File: config.mk
export PLATFORM = sky130hd
export DESIGN_NAME = frame_align_ctrl
export DESIGN_NICKNAME = d
export VERILOG_FILES = /design/src/rtl/adc_align_pkg.sv /design/src/rtl/frame_align_ctrl.sv
export SDC_FILE = /design/constraint.sdc
export NUM_CORES = 1
export LEC_CHECK = 0
export CAP_MARGIN = 40
export CELL_PAD_IN_SITES_DETAIL_PLACEMENT = 1
export CELL_PAD_IN_SITES_GLOBAL_PLACEMENT = 2
export CORE_ASPECT_RATIO = 1.4
export CORE_MARGIN = 2
export CORE_UTILIZATION = 34
export DETAILED_ROUTE_END_ITERATION = 10
export PLACE_DENSITY = 0.91
export SYNTH_ARGS = -nofsm -noshare
export SYNTH_HDL_FRONTEND = slang
export SYNTH_SLANG_ARGS = --single-unit
File: constraint.sdc
create_clock -name CLKDIV -period 3.38 [get_ports CLKDIV]
set_clock_uncertainty 0.05 [all_clocks]
set_input_delay 0.507 -clock CLKDIV [delete_from_list [all_inputs] [get_ports CLKDIV]]
set_output_delay 0.507 -clock CLKDIV [all_outputs]
set_load 0.02 [all_outputs]
File: src/rtl/adc_align_pkg.sv
// Shared types and constants for the ADC frame-lane alignment logic.
package adc_align_pkg;

    // Width of one deserialized lane word (1:8 DDR).
    localparam int unsigned LANE_WIDTH = 8;

    // Frame word produced by the ADC frame lane once the deserializer is aligned.
    localparam logic [LANE_WIDTH-1:0] FRAME_PATTERN = 8'hF0;

    typedef enum logic [2:0] {
        StIdle,
        StSettle,
        StCompare,
        StSlip,
        StLocked,
        StFail
    } align_state_t;

endpackage

File: src/rtl/frame_align_ctrl.sv
// Bitslip sequencer for an ADC frame lane. Rotates the deserializer with one-cycle
// bitslip pulses until the frame word matches PATTERN for MATCH_COUNT consecutive
// words, then watches for sustained loss of alignment and realigns on its own.
module frame_align_ctrl
    import adc_align_pkg::*;
#(
    parameter logic [LANE_WIDTH-1:0] PATTERN       = FRAME_PATTERN,
    parameter int unsigned           SETTLE_CYCLES = 4,
    parameter int unsigned           MATCH_COUNT   = 16,
    parameter int unsigned           MAX_SLIPS     = 8,
    parameter int unsigned           LOSS_LIMIT    = 4
) (
    input  logic                  CLKDIV,
    input  logic                  RST,
    input  logic                  start,
    input  logic [LANE_WIDTH-1:0] frame_i,
    output logic                  bitslip_o,
    output logic                  aligned_o,
    output logic                  fail_o,
    output logic                  busy_o,
    output logic [3:0]            slip_count_o,
    output logic [15:0]           err_count_o
);

    localparam int unsigned SettleW = (SETTLE_CYCLES > 1) ? $clog2(SETTLE_CYCLES) : 1;
    localparam int unsigned MatchW  = $clog2(MATCH_COUNT + 1);
    localparam int unsigned LossW   = $clog2(LOSS_LIMIT + 1);

    localparam logic [SettleW-1:0] SettleLast = SettleW'(SETTLE_CYCLES - 1);
    localparam logic [MatchW-1:0]  MatchLast  = MatchW'(MATCH_COUNT - 1);
    localparam logic [LossW-1:0]   LossLast   = LossW'(LOSS_LIMIT - 1);
    localparam logic [3:0]         SlipMax    = 4'(MAX_SLIPS);

    align_state_t       state_q;
    logic [SettleW-1:0] settle_cnt_q;
    logic [MatchW-1:0]  match_cnt_q;
    logic [LossW-1:0]   loss_cnt_q;
    logic [3:0]         slip_count_q;
    logic [15:0]        err_count_q;
    logic               bitslip_q;
    logic               aligned_q;
    logic               fail_q;
    logic               busy_q;
    logic               frame_match;

    // Full-width comparison; every bit of the frame word must match.
    assign frame_match = (frame_i == PATTERN);

    // Alignment FSM; every output is a register updated alongside the state.
    always_ff @(posedge CLKDIV) begin
        // Bitslip is a single-cycle strobe; only the COMPARE->SLIP edge raises it.
        bitslip_q <= 1'b0;
        if (RST) begin
            state_q      <= StIdle;
            settle_cnt_q <= '0;
            match_cnt_q  <= '0;
            loss_cnt_q   <= '0;
            slip_count_q <= '0;
            err_count_q  <= '0;
            aligned_q    <= 1'b0;
            fail_q       <= 1'b0;
            busy_q       <= 1'b0;
        end else if (start) begin
            state_q      <= StSettle;
            settle_cnt_q <= '0;
            match_cnt_q  <= '0;
            loss_cnt_q   <= '0;
            slip_count_q <= '0;
            err_count_q  <= '0;
            aligned_q    <= 1'b0;
            fail_q       <= 1'b0;
            busy_q       <= 1'b1;
        end else begin
            unique case (state_q)
                StIdle: begin
                end
                // Let the deserializer output settle after a slip before judging it.
                StSettle: begin
                    if (settle_cnt_q == SettleLast) begin
                        state_q      <= StCompare;
                        settle_cnt_q <= '0;
                        match_cnt_q  <= '0;
                    end else begin
                        settle_cnt_q <= settle_cnt_q + SettleW'(1);
                    end
                end
                StCompare: begin
                    if (frame_match) begin
                        match_cnt_q <= match_cnt_q + MatchW'(1);
                        if (match_cnt_q == MatchLast) begin
                            state_q   <= StLocked;
                            aligned_q <= 1'b1;
                            busy_q    <= 1'b0;
                        end
                    end else if (slip_count_q >= SlipMax) begin
                        // Every rotation has been tried without a match.
                        state_q <= StFail;
                        fail_q  <= 1'b1;
                        busy_q  <= 1'b0;
                    end else begin
                        state_q      <= StSlip;
                        bitslip_q    <= 1'b1;
                        slip_count_q <= slip_count_q + 4'd1;
                    end
                end
                StSlip: begin
                    state_q      <= StSettle;
                    settle_cnt_q <= '0;
                    match_cnt_q  <= '0;
                end
                StLocked: begin
                    if (frame_match) begin
                        loss_cnt_q <= '0;
                    end else begin
                        if (err_count_q != 16'hFFFF) begin
                            err_count_q <= err_count_q + 16'd1;
                        end
                        if (loss_cnt_q == LossLast) begin
                            // Sustained loss: realign from scratch, keep the error history.
                            state_q      <= StSettle;
                            aligned_q    <= 1'b0;
                            busy_q       <= 1'b1;
                            slip_count_q <= '0;
                            match_cnt_q  <= '0;
                            loss_cnt_q   <= '0;
                            settle_cnt_q <= '0;
                        end else begin
                            loss_cnt_q <= loss_cnt_q + LossW'(1);
                        end
                    end
                end
                StFail: begin
                end
                default: begin
                    state_q <= StIdle;
                    busy_q  <= 1'b0;
                end
            endcase
        end
    end

    assign bitslip_o    = bitslip_q;
    assign aligned_o    = aligned_q;
    assign fail_o       = fail_q;
    assign busy_o       = busy_q;
    assign slip_count_o = slip_count_q;
    assign err_count_o  = err_count_q;

endmodule
==> metrics.cfg <==
[outcome]
status=completed

[worst_setup_path]
max_stage_delay_ns=0.64
required_ns=3.55
critPathKind=reg -> reg
critPathCaptureType=flop
cp_common_cell=ha_1
crit_fanout=4
slowest_stage=nor4b_1
cp.arrival_ns=2.56
crit_chain=ha_1 -> and3_1 -> ha_1 -> nor4b_1 -> o211ai_1 -> a21bo_2 -> a21oi_1
crit_path_start_kind=flop

[timing]
slew_headroom=0.470
worst_pin_slew_ns=0.788
period_minus_slack_ns=2.39
finalSetupViolations=0
final_max_slew_viol_count=0
timing.fmax_mhz=419
period_share=0.706
grt_setup_unrepaired=no
fin_setup_tns_ns=0
finalHoldViolations=0
setup_slack_ns=0.993

[floorplanning]
die_h_um=97.9
ios=35
die_area_um2=6960
dieWidth_um=71.1
initial_core_util=0.347
fp-row-count=34
design.core.area_um2=6170

[yosys]
syn_area_um2=2140
synth.most_common_cell=dfxtp_1
synth_fp_nets=267
syn_inst=249
synth.largest_area_cell=dfxtp_1
ys_warn_count=0
synth_edf_count=0
synthDistinctLibCells=57
netlist.area_leader.share=0.346
yosys_register_bits=37
synthTopCellsByCount=37 x dfxtp_1, 24 x a21oi_1, 24 x nand2_1
ys_async_sr_fraction=0
synth_area_leaders=dfxtp_1 35%, a21oi_1 5.6%, nand2_1 4.2%
seq_area_frac_synth=0.346
ys.flop_type=dfxtp_1
syn_avg_cell_area_um2=8.61

[pwr]
p_leak_nw=0.804
p_sw_frac=0.248
power_density_nw_per_um2=305
peakVddDrop_mv=0.133
power.switching_w=0.000198
power_frac_seq=0.555
power_frac_clock=0.393
power_w=0.000797
p_comb_frac=0.053
p_int_w=0.000599

[clock_tree]
cts_resized=0
cts_hold_buf=0
clockRootBuffer=clkbuf_8
clk_latency_ns=0.29
numCtsBuffers=5
cts_tree=built
ctsLongestPathBuffers=2
cts_setup_buffers=0
cts_sinks=37
cts.clk_slew.worst_paths_ns=0.08
htreeDepth=2

[worst_hold_path]
hold_path.class=reg -> reg

[cells_and_area]
num_antenna_cells=0
layout-drive-gt1-share=0.0993
post-route-util=0.424
finalNetCount=299
area_growth_pct=22.1
nFillCells=743

[global_route]
antenna_found_initial=0
grt_usage=0.176
grt.overflow.total=0
grt_pass1_wl_um=9960
grt_pass1_vias=2053
grt_max_degree=26

[drt]
first_pass_iters=4
final_antenna_net_count=0
drt-initial-drc-count=90
routed_wl_um=5920
routedWlPerCell_um=16.7
dr_total_vias=2028
drc_errors=0
vias_per_cell=5.73

[place]
place.gp.congestion=0.771
io_buffers=34
pre_cts_ws_ns=0.808
place_hpwl_um=4500

[run]
drv_cap=0

[flip-flops by register name, indices dropped and copies added (netlist names)]
register	cells
fail_o	1
bitslip_o	1
err_count_o	16
busy_o	1
state_q	3
slip_count_o	4
settle_cnt_q	2
match_cnt_q	5
loss_cnt_q	3
aligned_o	1
[stage by stage]
stage | cell area [um^2] | cells | hold slack, ns
floorplan | 2140 | 249 | 0.386
global placement | 2530 | 346 | 0.394
detailed placement | 2530 | 346 | 0.409
CTS | 2620 | 354 | 0.420
global route | 2620 | 354 | 0.443
finish | 2620 | 354 | 0.417
[critical path, delay by kind of cell (launching register included)]
| family | cells | cell delay, ns |
|---|---|---|
| compound gates | 3 | 0.65 |
| simple gates | 2 | 0.83 |
| flops | 1 | 0.34 |
| fa+ha+maj | 2 | 0.45 |
[path summary, 6_finish.rpt]
kind | startpoint | to | slack, ns | cells after the start
hold reg to reg | loss_cnt_q[1] | loss_cnt_q[1] | 0.42 | 2
setup / recovery | match_cnt_q[0] | state_q[2] | 0.99 | 7
setup reg to reg | match_cnt_q[0] | state_q[2] | 0.99 | 7
hold / removal | loss_cnt_q[1] | loss_cnt_q[1] | 0.42 | 2
[routing by layer]
metal | global-route usage | part of all wire
met1 | 0.203 | 0.43
met3 | 0.0258 | 0.023
met4 | 0.0566 | 0.018
met2 | 0.326 | 0.53
met5 | 0 | 0
[layout make-up]
class	count	area, um^2	share of cell area
Clock buffer	5	68.8	0.0263
Tap cell	72	90.1	0.0344
Multi-Input combinational cell	194	1310	0.502
Inverter	6	22.5	0.00861
Clock inverter	3	17.5	0.00670
Sequential cell	37	741	0.283
Timing Repair Buffer	37	363	0.139
[layout by cell type (no fill, tap or decap), drive strengths merged, types with 4 or more instances in the layout]
cell            n
nand2          24
ha              7
clkdlybuf4s50  34
o31ai           5
nor4            5
inv             6
nor2           11
or4             6
nor2b           6
a211oi          6
o21ai           8
nor3            7
nand4           7
o211ai          6
and4            4
nand2b          4
clkbuf          5
or3             8
a31oi           4
mux2i           8
nand3          10
dfxtp          37
a21oi          25
and2            4
[power groups by stage]
stage          sequential [W]  clock [W]  combinational, W
2_1_floorplan        0.000451          0         0.0000218
3_3_place_gp         0.000452          0         0.0000418
3_5_place_dp         0.000452          0         0.0000423
4_1_cts              0.000442   0.000326         0.0000425
5_1_grt              0.000443   0.000342         0.0000459
6_report             0.000442   0.000313         0.0000420
[logic make-up after synthesis]
group,Yosys count,synth area share
buf+inv,18,0.0414
flops,37,0.346
mux,8,0.0374
compound gates,69,0.225
fa+ha+maj,7,0.0409
simple gates,110,0.310
Power figures use the tool's default switching activity.
